$ cat config.mk
export PLATFORM = sky130hd
export DESIGN_NAME = sram_responder
export DESIGN_NICKNAME = d
export VERILOG_FILES = /design/src/rtl/sram_responder.sv
export SDC_FILE = /design/constraint.sdc
export NUM_CORES = 1
export LEC_CHECK = 0
export CORE_AREA = 5 5 100 112
export DETAILED_ROUTE_END_ITERATION = 16
export DIE_AREA = 0 0 105 117
export GPL_TIMING_DRIVEN = 0
export PLACE_DENSITY = 0.83
export SLEW_MARGIN = 25
export SYNTH_ARGS = -nofsm -noshare
export SYNTH_HDL_FRONTEND = slang
export SYNTH_SLANG_ARGS = --single-unit
export TNS_END_PERCENT = 30
$ cat constraint.sdc
create_clock -name clk -period 1.5 [get_ports clk]
set_clock_uncertainty 0.05 [all_clocks]
set_input_delay 0.45 -clock clk [delete_from_list [all_inputs] [get_ports clk]]
set_output_delay 0.45 -clock clk [all_outputs]
set_load 0.01 [all_outputs]
$ cat src/rtl/sram_responder.sv
// Memory-side responder: runs timed accesses on an external asynchronous 32-bit SRAM
// for the arbiter's shared bus, returning read data and a one-cycle ready pulse.
module sram_responder #(
  parameter int unsigned MEM_ADDR_WIDTH = 18,
  parameter int unsigned RD_WAIT        = 2,
  parameter int unsigned WR_WAIT        = 2
) (
  input  logic                      clk,
  input  logic                      rst,
  input  logic                      cs,
  input  logic                      rwbar,
  input  logic                      skip_wait,
  input  logic [MEM_ADDR_WIDTH-1:0] adbus,
  input  logic [31:0]               wdata,
  output logic [31:0]               rdata,
  output logic                      ready,
  output logic                      busy,
  output logic [MEM_ADDR_WIDTH-1:0] sram_addr,
  output logic [31:0]               sram_dq_out,
  output logic                      sram_dq_oe,
  input  logic [31:0]               sram_dq_in,
  output logic                      sram_ce_n,
  output logic                      sram_oe_n,
  output logic                      sram_we_n
);

  localparam int unsigned CNT_MAX = (RD_WAIT > WR_WAIT) ? RD_WAIT : WR_WAIT;
  localparam int unsigned CW      = (CNT_MAX > 1) ? $clog2(CNT_MAX) : 1;
  localparam logic [CW-1:0] RD_LOAD = CW'(RD_WAIT - 1);
  localparam logic [CW-1:0] WR_LOAD = CW'(WR_WAIT - 1);

  typedef enum logic [2:0] {
    IDLE,
    RD,
    WR_SETUP,
    WR_PULSE,
    WR_HOLD,
    DONE
  } state_t;

  state_t                    r_state;
  logic [CW-1:0]             r_cnt;
  logic [31:0]               r_rdata;
  logic                      r_ready;
  logic [MEM_ADDR_WIDTH-1:0] r_addr;
  logic [31:0]               r_dout;
  logic                      r_dq_oe;
  logic                      r_ce_n;
  logic                      r_oe_n;
  logic                      r_we_n;

  always_ff @(posedge clk) begin
    if (rst) begin
      r_state <= IDLE;
      r_cnt   <= '0;
      r_rdata <= '0;
      r_ready <= 1'b0;
      r_addr  <= '0;
      r_dout  <= '0;
      r_dq_oe <= 1'b0;
      r_ce_n  <= 1'b1;
      r_oe_n  <= 1'b1;
      r_we_n  <= 1'b1;
    end else begin
      r_ready <= 1'b0;
      case (r_state)
        IDLE: begin
          if (cs) begin
            r_addr <= adbus;
            r_dout <= wdata;
            if (skip_wait) begin
              r_state <= DONE;
              r_ready <= 1'b1;
            end else if (rwbar) begin
              r_state <= RD;
              r_ce_n  <= 1'b0;
              r_oe_n  <= 1'b0;
              r_cnt   <= RD_LOAD;
            end else begin
              r_state <= WR_SETUP;
              r_ce_n  <= 1'b0;
              r_dq_oe <= 1'b1;
            end
          end
        end
        RD: begin
          // Capture on the edge that ends the last OE cycle, strobes release together.
          if (r_cnt == '0) begin
            r_rdata <= sram_dq_in;
            r_ce_n  <= 1'b1;
            r_oe_n  <= 1'b1;
            r_ready <= 1'b1;
            r_state <= DONE;
          end else begin
            r_cnt <= r_cnt - 1'b1;
          end
        end
        WR_SETUP: begin
          r_we_n  <= 1'b0;
          r_cnt   <= WR_LOAD;
          r_state <= WR_PULSE;
        end
        WR_PULSE: begin
          if (r_cnt == '0) begin
            r_we_n  <= 1'b1;
            r_state <= WR_HOLD;
          end else begin
            r_cnt <= r_cnt - 1'b1;
          end
        end
        WR_HOLD: begin
          r_dq_oe <= 1'b0;
          r_ce_n  <= 1'b1;
          r_ready <= 1'b1;
          r_state <= DONE;
        end
        DONE: begin
          r_state <= IDLE;
        end
        default: begin
          r_state <= IDLE;
          r_dq_oe <= 1'b0;
          r_ce_n  <= 1'b1;
          r_oe_n  <= 1'b1;
          r_we_n  <= 1'b1;
        end
      endcase
    end
  end

  assign rdata       = r_rdata;
  assign ready       = r_ready;
  assign busy        = (r_state != IDLE);
  assign sram_addr   = r_addr;
  assign sram_dq_out = r_dout;
  assign sram_dq_oe  = r_dq_oe;
  assign sram_ce_n   = r_ce_n;
  assign sram_oe_n   = r_oe_n;
  assign sram_we_n   = r_we_n;

endmodule
== After elaboration in Yosys (flattened, before gate mapping) ==
Cells that the tools add are included.

* Bitwise operators: 5
* Reductions and logical operators: 16
* Equal/unequal tests: 11
* $add $sub $neg: 1
* Mux-type cells: 28

{| class="wikitable"
|+ Operators by type and width
! operator !! count
|-
| $mux W1 || 16
|-
| $pmux W1 S3 || 5
|-
| $pmux W3 S5 || 1
|-
| $mux W3 || 4
|-
| $ne A2 B2 Y1 const B || 6
|-
| $reduce_and A4 Y1 || 3
|-
| $reduce_or A4 Y1 || 3
|-
| $eq A3 B2 Y1 const B || 2
|-
| $eq A3 B3 Y1 const B || 2
|-
| $reduce_and A2 Y1 || 3
|-
| $reduce_bool A3 Y1 || 2
|-
| $not A1 Y1 || 5
|-
| $reduce_and A5 Y1 || 1
|-
| $eq A3 B1 Y1 const B || 1
|-
| $logic_not A3 Y1 || 1
|-
| $reduce_and A3 Y1 || 1
|-
| $reduce_or A3 Y1 || 1
|-
| $mux W2 || 1
|-
| $pmux W1 S2 || 1
|-
| $reduce_or A2 Y1 || 1
|-
| $sub A1 B1 Y1 const B || 1
|}

* Output and inout port bits: 88
* Word-level logic and storage cells: 71
* Register bits after elaboration: 91
* Input port bits: 87

== Depth between registers and ports, before layout ==
* Depth in word-level cells: 4
* Mapped depth: 5
* Gate-level depth less buffers: 3

== Least setup slack after synthesis ==
OpenSTA, ideal clock, no wires.

* Path kind: input port to flip-flop
* Start point: in cs
* End point: reg r_dout[10] (netlist: sram_dq_out[10])
* Stages: 5
* Buffers on the path: 2
* Data required time: 1318 ps
* Arrival: 1287 ps
* Slack: 31 ps
* Cells stage by stage: or4b_1 buf_6 clkbuf_8 nand2_1 a21oi_1

* Word-level cells in the longest chain between the ends: 1

{| class="wikitable"
|+ Ends and longest elaborated chain
! item !! line !! RTL
|-
| from (decl) || 10 || <nowiki>input logic cs,</nowiki>
|-
| $reduce_and A2 Y1 (no source line) || - ||
|-
| to (signal assigned) || 70 || <nowiki>r_dout <= wdata;</nowiki>
|-
| to (decl) || 46 || <nowiki>logic [31:0] r_dout;</nowiki>
|}

Every way passes these cells.
A chain may end at the register's enable or synchronous reset.

== Worst setup path in the final report ==
* Start point: reg r_state[0]
* End point: out busy

* Word-level cells in the longest chain between the ends: 1

{| class="wikitable"
|+ Ends and longest elaborated chain
! item !! line !! RTL
|-
| from (decl) || 41 || <nowiki>state_t r_state;</nowiki>
|-
| from (signal assigned) || 54 || <nowiki>r_state <= IDLE;</nowiki>
|-
| from (signal assigned) || 72 || <nowiki>r_state <= DONE;</nowiki>
|-
| from (signal assigned) || 75 || <nowiki>r_state <= RD;</nowiki>
|-
| $reduce_bool A3 Y1 || 133 || <nowiki>assign busy = (r_state != IDLE);</nowiki>
|-
| to (decl) || 17 || <nowiki>output logic busy,</nowiki>
|}

Every way passes these cells.

==> summary.txt <==
Synthesis
  – Post-synth EDFFs: 0
  – Avg Cell Area, Syn: 8.28 sq um
  – Post-Syn Nets: 495
  – Post-synth ARST share: 0%
  – Area share of the largest cell type after synthesis: 53.9%
  – Synth warnings: 0
  – Synthesized instance count: 408
  – FF+latch count, synth: 91
  – Seq/Total Area, Yosys: 53.9%
  – Ys flop type: dfxtp_1
  – Cell variety after synth: 28
  – Area contributors post-synth: dfxtp_1 (54%), nand2_1 (19%), a21oi_1 (12%)
  – Synthesized area: 0.00338 sq mm
  – Most frequent cell after synthesis: nand2_1
  – Post-synth top cells: nand2_1 (167), dfxtp_1 (91), a21oi_1 (84), buf_6 (14), clkbuf_1 (11)
  – Post-synth top area cell: dfxtp_1

Outcome
  – Outcome: finished with violations
  – Violated checks: negative setup slack

Setup path
  – CP Capture Type: primary output
  – Critical path's top delay family: flip-flops
  – Setup CP Type: register to primary output
  – WP data required: 1.00 ns
  – Slowest stage delay, CP: 0.37 ns
  – Buf/Inv on CP: 3
  – Highest-delay cell along the critical path: dfxtp_4
  – Crit path DAT: 1.21 ns
  – CP Cell Sequence: buf_8 > nor3_4 > inv_1 > buf_6
  – CP Max Fanout: 5
  – Critical path launch point type: register

Timing
  – RSZ-0062 raised after global routing: yes
  – Fin. Hold Viols: 0
  – Worst setup margin: -0.206 ns
  – Slew margin rel.: 56.5%
  – F_max: 586 MHz
  – Tightest Pin Transition: 0.653 ns
  – Min Clock Period, post-route: 1.71 ns
  – # setup viols final: 85
  – Max-slew violations: 0
  – Period utilization: 114%

Clocking
  – H-tree depth reported by CTS: 3
  – Worst skew pair latency: 0.33 ns
  – Clk sinks: 91
  – CTS Buf Count: 9
  – CTS root buffer: clkbuf_16
  – CTS tree: yes
  – Max Root-Sink Buffers: 2
  – Number of hold buffers added after CTS: 0
  – Register clock-pin slew on the reported worst setup and hold paths: 0.06 ns

GRT
  – Vias in the first global route: 3,697
  – Initial antenna violation count: 0
  – Pin count of the biggest net entering global routing: 14
  – Remaining Overflow, GRT: 0
  – First-pass GRT wire length: 18.1 mm
  – GRT Total Usage: 18.2%

Place
  – Post-Place Setup Slack: -0.713 ns
  – Post-DP HPWL: 8.07 mm
  – # port buffers: 173
  – Final Wtd Congestion: 0.832

Flow run
  – Total of max-cap violations: 0

Cells and area
  – # nets final: 704
  – Area growth syn-to-layout: 83.7%
  – Ant. Diodes: 0
  – Share of cells above drive strength 1: 29.0%

Route
  – DRT Pass-1 Iters: 4
  – Vias: 3,595
  – Routed WL: 11.6 mm
  – DRC violations left: 0
  – Via/cell ratio: 4.84
  – WL/cell: 15.6 microns
  – Final ANT Viol Nets: 0
  – DR iter-0 viols: 110

Power and ir drop
  – Power Density: 1090 mW/mm^2
  – Pleak: 2.60 nW
  – Total power: 0.00673 W
  – Maximum vdd drop: 0.000530 V

Floorplanning
  – # IOs: 175
  – Die Ht: 117 microns
  – Die ar.: 0.0123 sq mm
  – Initial Utilization: 33.6%
  – Die extent in x: 105 microns
  – Rows: 39
  – Core Area: 0.0101 sq mm

Min path
  – Hold crit path type: register to register
==> kinds of logic (layout without fill, tap and decap cells) <==
family | Yosys count | in the layout | share of synthesized area [%]
AND/OR/NAND/NOR | 184 | 184 | 23.0
buffers and inverters | 34 | 246 | 7.45
flip-flops | 91 | 91 | 53.9
AO/OA/AOI/OAI | 99 | 99 | 15.6
==> path summary, 6_finish.rpt <==
| check | startpoint | to | depth (start not counted) | slack, ns |
|---|---|---|---|---|
| worst max-delay path | r_state[0] | busy | 4 | -0.21 |
| worst min-delay path | rdata[23] | rdata[23] | 2 | 0.40 |
| worst max register to register | r_state[1] | sram_dq_out[8] | 6 | -0.19 |
| worst min register to register | rdata[23] | rdata[23] | 2 | 0.40 |
==> stage by stage <==
step / setup TNS, ns / cells / hold slack (ns) / area, sq um / util [%]
final: -12.49 / 743 / 0.400 / 6200 / 61.7
after global placement: -33.43 / 704 / 0.391 / 5260 / 52.4
after global routing: -17.71 / 743 / 0.417 / 6200 / 61.7
after CTS: -11.63 / 735 / 0.402 / 5960 / 59.3
after detailed placement: -36.36 / 704 / 0.396 / 5260 / 52.4
after floorplan: 0 / 408 / 0.431 / 3380 / -
==> what timing repair did <==
action | in CTS | in global routing
buffers inserted | 8 | 7
cloned | 9 | 2
hold endpoints to repair | 0 | 0
resized for setup | 197 | 92
endpoints found under the setup margin | 171 | 109
pin swaps | 53 | 41
==> per-layer routing <==
| layer | wire length (microns) | track usage (%) |
|---|---|---|
| met3 | 739 | 5.76 |
| met5 | 0 | 0 |
| met2 | 6070 | 32.8 |
| met1 | 4430 | 19.7 |
| met4 | 375 | 7.76 |
==> cell type report <==
class / count / area, sq um
Multi-Input combinational cell: 283 / 1680
Tap cell: 123 / 154
Timing Repair Buffer: 198 / 1960
Sequential cell: 91 / 1830
Clock buffer: 12 / 256
Clock inverter: 2 / 12.5
Buffer: 31 / 300
Fill cell: 851 / 3850
Inverter: 3 / 11.3
==> registers in the layout (all words and copies together), names as in the netlist <==
name,flops
rdata,32
sram_dq_out,32
sram_addr,18
r_state,3
r_cnt,1
ready,1
sram_ce_n,1
sram_dq_oe,1
sram_oe_n,1
sram_we_n,1
==> tightest hold or removal path, delay by kind of cell, from the launching register on <==
kind | cells | cell delay (ns)
DFF | 1 | 0.30
and+or+nand+nor | 1 | 0.05
AOI/OAI and AO/OA | 1 | 0.05
==> placed cells by master, fill, tap and decap left out, drive strengths merged, types with 3 or more instances in the layout <==
cell type      netlist  layout
a21oi               84      84
buf                 19      45
clkbuf              12      30
clkdlybuf4s15        0      22
clkdlybuf4s50        0      83
dfxtp               91      91
dlygate4sd2          0      60
inv                  3       3
nand2              167     167
nor2                 4       4
nor4b                3       3
o21ai                6       6
==> power breakdown <==
part / total (W) / internal, W / leakage (nW) / switching (W)
clock network: 0.00207 / 0.00119 / 0.131 / 0.000878
logic: 0.00189 / 0.00100 / 1.72 / 0.000888
registers: 0.00277 / 0.00263 / 0.747 / 0.000135
total: 0.00673 / 0.00483 / 2.60 / 0.00190
(Power assumes the default switching activity.)
